<file path="config.mk">
export PLATFORM = sky130hd
export DESIGN_NAME = mem_arbiter
export DESIGN_NICKNAME = d
export VERILOG_FILES = /design/src/rtl/mem_arbiter.sv
export SDC_FILE = /design/constraint.sdc
export NUM_CORES = 1
export LEC_CHECK = 0
export ABC_CLOCK_PERIOD_IN_PS = 1610
export BUFFER_PORTS_ARGS = -buffer_cell sky130_fd_sc_hd__buf_2
export CAP_MARGIN = 20
export CORE_AREA = 2 2 169 171
export DETAILED_ROUTE_END_ITERATION = 16
export DIE_AREA = 0 0 171 173
export PLACE_DENSITY = 0.52
export SLEW_MARGIN = 10
export SYNTH_ARGS = -nofsm -noshare
export SYNTH_HDL_FRONTEND = slang
export SYNTH_SLANG_ARGS = --single-unit
</file>
<file path="constraint.sdc">
create_clock -name CLK -period 1.61 [get_ports CLK]
set_clock_uncertainty 0.05 [all_clocks]
set_input_delay 0.2415 -clock CLK [delete_from_list [all_inputs] [get_ports CLK]]
set_output_delay 0.2415 -clock CLK [all_outputs]
set_load 0.005 [all_outputs]
</file>
<file path="src/rtl/mem_arbiter.sv">
// Shares one RAM port between the i- and d-requesters of CPUS cores.
// Data requests beat instruction requests; round-robin within a class.
module mem_arbiter #(
  parameter int CPUS   = 2,
  parameter int WORD_W = 32
) (
  input  logic                     CLK,
  input  logic                     nRST,
  input  logic [CPUS-1:0]          iREN,
  input  logic [CPUS*WORD_W-1:0]   iaddr,
  input  logic [CPUS-1:0]          dREN,
  input  logic [CPUS-1:0]          dWEN,
  input  logic [CPUS*WORD_W-1:0]   daddr,
  input  logic [CPUS*WORD_W-1:0]   dstore,
  output logic [CPUS-1:0]          iwait,
  output logic [CPUS-1:0]          dwait,
  output logic [CPUS*WORD_W-1:0]   iload,
  output logic [CPUS*WORD_W-1:0]   dload,
  output logic                     ramREN,
  output logic                     ramWEN,
  output logic [WORD_W-1:0]        ramaddr,
  output logic [WORD_W-1:0]        ramstore,
  input  logic [WORD_W-1:0]        ramload,
  input  logic [1:0]               ramstate
);

  localparam int CW = (CPUS > 1) ? $clog2(CPUS) : 1;
  localparam logic [1:0] RAM_ACCESS = 2'd2;
  localparam logic [1:0] RAM_ERROR  = 2'd3;

  typedef enum logic {IDLE, SERVE} state_t;

  state_t            state_q, state_d;
  logic [CW-1:0]     rr_ptr_q, rr_ptr_d;
  logic [CW-1:0]     gnt_core_q, gnt_core_d;
  logic              gnt_is_d_q, gnt_is_d_d;
  logic              ram_ren_q, ram_ren_d;
  logic              ram_wen_q, ram_wen_d;
  logic [WORD_W-1:0] ram_addr_q, ram_addr_d;
  logic [WORD_W-1:0] ram_store_q, ram_store_d;

  logic [WORD_W-1:0] iaddr_a  [CPUS];
  logic [WORD_W-1:0] daddr_a  [CPUS];
  logic [WORD_W-1:0] dstore_a [CPUS];
  logic [CPUS-1:0]   d_req;
  logic [CW:0]       i_pick, d_pick;
  logic              gnt_req, done;

  for (genvar k = 0; k < CPUS; k++) begin : g_unpack
    assign iaddr_a[k]  = iaddr[k*WORD_W +: WORD_W];
    assign daddr_a[k]  = daddr[k*WORD_W +: WORD_W];
    assign dstore_a[k] = dstore[k*WORD_W +: WORD_W];
  end

  assign d_req = dREN | dWEN;

  // Returns {found, index} of the first requester at or above ptr, wrapping.
  function automatic logic [CW:0] rr_pick(input logic [CPUS-1:0] req,
                                          input logic [CW-1:0] ptr);
    logic [CW:0] cand;
    logic [CW:0] res;
    logic        found;
    res   = '0;
    found = 1'b0;
    for (int i = 0; i < CPUS; i++) begin
      cand = {1'b0, ptr} + (CW+1)'(i);
      if (cand >= (CW+1)'(CPUS)) cand = cand - (CW+1)'(CPUS);
      if (!found && req[cand[CW-1:0]]) begin
        found = 1'b1;
        res   = {1'b1, cand[CW-1:0]};
      end
    end
    return res;
  endfunction

  assign i_pick  = rr_pick(iREN, rr_ptr_q);
  assign d_pick  = rr_pick(d_req, rr_ptr_q);
  assign gnt_req = gnt_is_d_q ? d_req[gnt_core_q] : iREN[gnt_core_q];
  assign done    = (state_q == SERVE) && gnt_req && (ramstate == RAM_ACCESS);

  always_comb begin
    iwait = iREN;
    dwait = d_req;
    if (done) begin
      if (gnt_is_d_q) dwait[gnt_core_q] = 1'b0;
      else            iwait[gnt_core_q] = 1'b0;
    end
  end

  always_comb begin
    state_d     = state_q;
    rr_ptr_d    = rr_ptr_q;
    gnt_core_d  = gnt_core_q;
    gnt_is_d_d  = gnt_is_d_q;
    ram_ren_d   = ram_ren_q;
    ram_wen_d   = ram_wen_q;
    ram_addr_d  = ram_addr_q;
    ram_store_d = ram_store_q;
    case (state_q)
      IDLE: begin
        if (d_pick[CW] || i_pick[CW]) begin
          state_d    = SERVE;
          gnt_is_d_d = d_pick[CW];
          gnt_core_d = d_pick[CW] ? d_pick[CW-1:0] : i_pick[CW-1:0];
          // A simultaneous read and write from the same dcache is treated as a write.
          ram_wen_d   = d_pick[CW] && dWEN[gnt_core_d];
          ram_ren_d   = !ram_wen_d;
          ram_addr_d  = d_pick[CW] ? daddr_a[gnt_core_d] : iaddr_a[gnt_core_d];
          ram_store_d = d_pick[CW] ? dstore_a[gnt_core_d] : '0;
        end
      end
      SERVE: begin
        if (!gnt_req || ramstate == RAM_ACCESS || ramstate == RAM_ERROR) begin
          state_d   = IDLE;
          ram_ren_d = 1'b0;
          ram_wen_d = 1'b0;
          if (done)
            rr_ptr_d = (gnt_core_q == CW'(CPUS-1)) ? '0 : gnt_core_q + 1'b1;
        end
      end
      default: state_d = IDLE;
    endcase
  end

  always_ff @(posedge CLK or negedge nRST) begin
    if (!nRST) begin
      state_q     <= IDLE;
      rr_ptr_q    <= '0;
      gnt_core_q  <= '0;
      gnt_is_d_q  <= 1'b0;
      ram_ren_q   <= 1'b0;
      ram_wen_q   <= 1'b0;
      ram_addr_q  <= '0;
      ram_store_q <= '0;
    end else begin
      state_q     <= state_d;
      rr_ptr_q    <= rr_ptr_d;
      gnt_core_q  <= gnt_core_d;
      gnt_is_d_q  <= gnt_is_d_d;
      ram_ren_q   <= ram_ren_d;
      ram_wen_q   <= ram_wen_d;
      ram_addr_q  <= ram_addr_d;
      ram_store_q <= ram_store_d;
    end
  end

  assign ramREN   = ram_ren_q;
  assign ramWEN   = ram_wen_q;
  assign ramaddr  = ram_addr_q;
  assign ramstore = ram_store_q;
  assign iload    = {CPUS{ramload}};
  assign dload    = {CPUS{ramload}};

endmodule

</file>
### Word-level counts from Yosys, hierarchy flattened

Cells that the tools add are included.

* $lt $le $gt $ge: 8
* reductions and logical operators: 16
* bitwise logic cells: 6
* eq/ne operators: 4
* mux-type cells: 50
* add/subtract/negate cells: 4

Operator list (number)
* $mux 32: 11
* $mux 1: 27
* $mux 2: 8
* $lt 1x2->1 const B: 4
* $logic_and 1x1->1: 6
* $pmux 1 s2: 3
* $and 2x2->2: 2
* $eq 2x2->1 const B: 2
* $ge 2x2->1 const B: 2
* $logic_not 1->1: 4
* $reduce_and 2->1: 2
* $logic_or 1x1->1: 3
* $reduce_and 3->1: 1
* $add 1x1->2 const B: 1
* $ge 1x2->1 const B: 1
* $ne 2x1->1 const B: 1
* $ne 2x2->1 const B: 1
* $not 1->2: 1
* $not 2->2: 1
* $or 2x2->2: 1
* $sub 1x1->1 const B: 2
* $add 1x1->1 const B: 1
* $demux 1 s1: 1
* $ge 1x1->1 const B: 1
* $not 1->1: 1

* register bits: 70
* logic and storage cells: 96
* input bits: 234

### Depth between registers and ports, before layout

* depth after elaboration: 15
* depth in mapped cells: 7
* mapped depth without buffers: 4

### Worst setup path before layout

OpenSTA, ideal clock, no wires.

* path kind: register -> register
* from: reg gnt_core_q
* to: reg ram_wen_q, in the netlist ramWEN
* arrival time: 1.491 ns
* clock period less this slack: 1.659 ns
* setup slack: -0.049 ns
* required time: 1.442 ns
* stages on the path, launching flop included: 5
* library setup time: 0.118 ns
* cells stage by stage: dfrtp_1 -> clkbuf_1 -> mux4_2 -> a32o_1 -> a21o_1

* longest elaborated chain between the ends: 8

Ends and longest elaborated chain
* start: declaration: RTL line 35 `logic [CW-1:0] gnt_core_q, gnt_core_d;`
* start signal: assignment: RTL line 138 `gnt_core_q <= gnt_core_d;`
* $mux 1 (implied by the code) (2 in a row): RTL line 78 `assign gnt_req = gnt_is_d_q ? d_req[gnt_core_q] : iREN[gnt_core_q];`
* $mux 1 (*): RTL line 78
* $logic_not 1->1 (*): RTL line 113 `if (!gnt_req || ramstate == RAM_ACCESS || ramstate == RAM_ERROR) begin`
* $logic_or 1x1->1 (*) (2 in a row): RTL line 113
* $ne 2x1->1 (no source line) (*)
* $reduce_and 2->1 (no source line) (*)
* end signal: assignment: RTL line 141 `ram_wen_q <= ram_wen_d;`
* end: declaration: RTL line 38 `logic ram_wen_q, ram_wen_d;`

Mark *: on every way between the ends. The rest lies on a longest branch, timed or not. The select of a mux whose other input is x is not followed.
A chain may end at the register's enable or synchronous reset.

### Final worst setup path

* from: reg rr_ptr_q
* to: reg ram_addr_q[2], in the netlist ramaddr[2]

* longest elaborated chain between the ends: 14

Ends and longest elaborated chain
* start: declaration: RTL line 34 `logic [CW-1:0] rr_ptr_q, rr_ptr_d;`
* start signal: assignment: RTL line 137 `rr_ptr_q <= rr_ptr_d;`
* $ge 1x2->1 / $sub 1x1->1 (equally long branches): RTL line 67 `if (cand >= (CW+1)'(CPUS)) cand = cand - (CW+1)'(CPUS);`
* $mux 1: RTL line 67
* $mux 1 (implied by the code) (2 in a row): RTL line 68 `if (!found && req[cand[CW-1:0]]) begin`
* $mux 1: RTL line 68
* $logic_not 1->1: RTL line 68
* $logic_and 1x1->1: RTL line 68
* $mux 2: RTL line 68
* $mux 1: RTL line 104 `gnt_core_d = d_pick[CW] ? d_pick[CW-1:0] : i_pick[CW-1:0];`
* $not 1->2 (implied by the code): RTL line 108 `ram_addr_d = d_pick[CW] ? daddr_a[gnt_core_d] : iaddr_a[gnt_core_d];`
* $mux 32 (implied by the code) (3 in a row): RTL line 108
* $mux 32: RTL line 108
* end signal: assignment: RTL line 142 `ram_addr_q <= ram_addr_d;`
* end: declaration: RTL line 39 `logic [WORD_W-1:0] ram_addr_q, ram_addr_d;`

Several ways; a longest one is shown, not always the timed one. The select of a mux whose other input is x is not followed.

==> flow_metrics.py <==
metrics = {
    "synthesis": {
        "netlist_top_cells_area": "dfrtp_1 37%, buf_4 21%, mux2i_1 20%",
        "async_flop_share_pct": 100,
        "synth_top_area_share_pct": 36.5,
        "synth_edf_count": 0,
        "synth-seq-cells": 70,
        "synth_area_per_cell_um2": 9.75,
        "netlist_area_mm2": 0.00479,
        "synth_cell_type_count": 31,
        "synth_seq_area_share_pct": 36.5,
        "synth_ff_type": "dfrtp_1",
        "synth_nets": 726,
        "synthCells": 492,
        "ys_warn_count": 0,
        "synth_largest_area_cell": "dfrtp_1",
    },
    "placed_design": {
        "port_buffers": 271,
        "place_area_mm2": 0.00595,
        "hpwl_um": 12000,
        "gp_congestion": 0.741,
    },
    "global_route": {
        "antenna_found_initial": 0,
        "grt.overflow.total": 0,
        "grt_pass1_vias": 4279,
        "track_usage_pct": 10.2,
        "grt_max_degree": 71,
        "grt_first_pass_wirelength_um": 23200,
    },
    "floorplan": {
        "dieHeight_um": 173,
        "core_mm2": 0.0276,
        "die_area_mm2": 0.0296,
        "ioPinCount": 432,
        "die_w_um": 171,
        "initial_utilization_pct": 17.4,
        "rows": 61,
    },
    "timing": {
        "worst_pin_slew_ps": 396,
        "rsz0062_at_grt": "true",
        "post-route-min-period_ps": 1730,
        "setup_viol": 54,
        "finalHoldViolCount": 0,
        "slew_viol_final": 0,
        "hold_slack_ps": 123,
        "relSlewSlack_pct": 73.6,
        "fin_crit_sh_pct": 108,
        "fmax_ghz": 0.577,
        "timing.final.ws_setup_ps": -125,
    },
    "worst_setup_path": {
        "critPathCaptureType": "flop",
        "slowest_stage": "dfrtp_1",
        "path_class": "reg -> reg",
        "slowest_delay_ps": 400,
        "r2r_slack_ps": -120,
        "worstSetupStartpointType": "flop",
        "worstPathArrival_ps": 1890,
        "path_max_fanout": 14,
        "cp-startpoint": "rr_ptr_q",
        "cp.required_ps": 1760,
        "reg2reg_depth": 6,
        "path_common_cell": "buf_12",
        "r2r-end": "ramaddr[2]",
        "crit_chain": "o21bai_4 > a32oi_4 > buf_12 > buf_12 > mux2i_2 > o221ai_1",
        "r2r-start": "rr_ptr_q",
    },
    "pwr": {
        "p_sw_uw": 3810,
        "vdd_drop_max_uv": 523,
        "p_leak_uw": 0.00323,
        "p_int_uw": 6550,
        "powerDensity_mw_per_mm2": 1600,
        "seq_power_share_pct": 29.9,
        "p_sw_share_pct": 36.8,
        "p_clk_share_pct": 22.1,
        "comb_power_share_pct": 47.9,
    },
    "clock_network": {
        "root_buffer": "clkbuf_16",
        "clk_path_buf_depth": 2,
        "cts_sinks": 70,
        "cts_tree": "built",
        "clk_latency_ps": 330,
        "path_clk_slew_ps": 70,
        "cts_buffers": 9,
        "h-tree-depth": 3,
    },
    "route": {
        "wire_per_inst_um": 14.6,
        "ant_nets": 0,
        "firstDrtPassIters": 4,
        "via_per_inst": 3.91,
        "wl_um": 15300,
        "num_vias": 4107,
        "drtIter0Drc": 129,
        "drc": 0,
    },
    "cells_and_area": {
        "area_growth_pct": 35.2,
        "antenna-diode-count": 0,
        "design_area_mm2": 0.00648,
        "fillers": 3057,
        "nNetsFinal": 901,
        "final_common_cell": "buf_2",
        "drive_gt1_share_pct": 53.9,
        "final_cell_mix": "270 x buf_2, 86 x mux2i_1, 71 x nand2_1",
        "fin_util_pct": 23.5,
    },
    "status": {
        "status": "complete, but fails checks",
        "violations": "setup timing",
    },
    "flow_run": {
        "drv_cap": 0,
    },
    "worst_hold_path": {
        "min_to": "ramstore[13]",
        "min_delay_path_depth": 3,
        "hp-class": "in -> reg",
        "worstHoldStart": "dstore[45]",
    },
}
[per-layer routing]
layer	track usage (%)	vias up	share of wire, %
met5	0	-	0
met4	2.93	0	1.1
met3	3.82	9	9.6
met2	18.7	250	51
met1	10.6	1906	38
li1	-	1942	-
[flip-flops by register name, summed over array words and instances (netlist names)]
signal	flops
gnt_core_q	1
gnt_is_d_q	1
ramREN	1
ramWEN	1
ramaddr	32
ramstore	32
rr_ptr_q	1
state_q	1
[through the flow]
| stage | worst slack [ps] | std cells | total power, µW | setup TNS [ps] |
|---|---|---|---|---|
| 2_1_floorplan | -6.11 | 492 | 5860 | -6.11 |
| 3_3_place_gp | -285 | 1024 | 7840 | -13910 |
| 3_5_place_dp | -285 | 1024 | 7900 | -15350 |
| 4_1_cts | -136 | 1046 | 10500 | -3420 |
| 5_1_grt | -206 | 1050 | 11200 | -8210 |
| 6_report | -125 | 1050 | 10400 | -2800 |
[synthesized netlist by cell type, types with 2 or more instances]
cell / count
buf_4: 136
mux2i_1: 96
nand2_1: 73
dfrtp_1: 70
o221ai_1: 32
o21ai_0: 20
o21ai_1: 13
buf_2: 12
clkbuf_1: 6
nor2_1: 5
buf_6: 3
or2_2: 3
a21oi_1: 2
a31oi_1: 2
inv_1: 2
nand3_1: 2
[worst max path at each step]
stage                       endpoint  slack, ps  cells past startpoint
after floorplan               ramWEN         -6                      4
after global placement    ramaddr[2]       -290                      7
after detailed placement  ramaddr[2]       -290                      7
after CTS                 ramaddr[2]       -140                      6
after global routing      ramaddr[2]       -210                      6
final                     ramaddr[2]       -120                      6
[layout make-up]
type	instances	area, µm²	area share [%]
multi-input combinational	263	2030	31.3
inverter	2	7.51	0.116
timing repair buffer	321	1890	29.1
clock buffer	9	225	3.47
clock inverter	7	105	1.62
tap	378	473	7.30
sequential	70	1750	27.0
[kinds of logic (layout without fill, tap and decap cells)]
logic type	count (synthesis)	after routing	share of synthesized area [%]
muxes	97	97	20.5
buffers and inverters	159	339	23.9
AOI/OAI and AO/OA	79	79	11.8
DFF	70	70	36.5
and+or+nand+nor	87	87	7.31
[repair_timing]
item	4_1_cts	5_1_grt
hold buffers	1	0
setup endpoints to repair	66	69
pin swaps	4	2
endpoints found under the hold margin	70	0
setup buffers	5	4
resized for setup	17	18
[critical path: cells and delay by family (launching register included)]
kind	cells	cell delay [ps]
AOI/OAI and AO/OA	3	580
DFF	1	400
muxes	1	220
buffers and inverters	2	330
[power groups by stage]
stage	Combinational, µW	Clock [µW]	Sequential [µW]
after global placement	4710	0	3130
after global routing	5470	2500	3230
after detailed placement	4790	0	3110
after CTS	4940	2420	3110
final	4970	2290	3100
after floorplan	2690	0	3170
(Power assumes the default switching activity.)
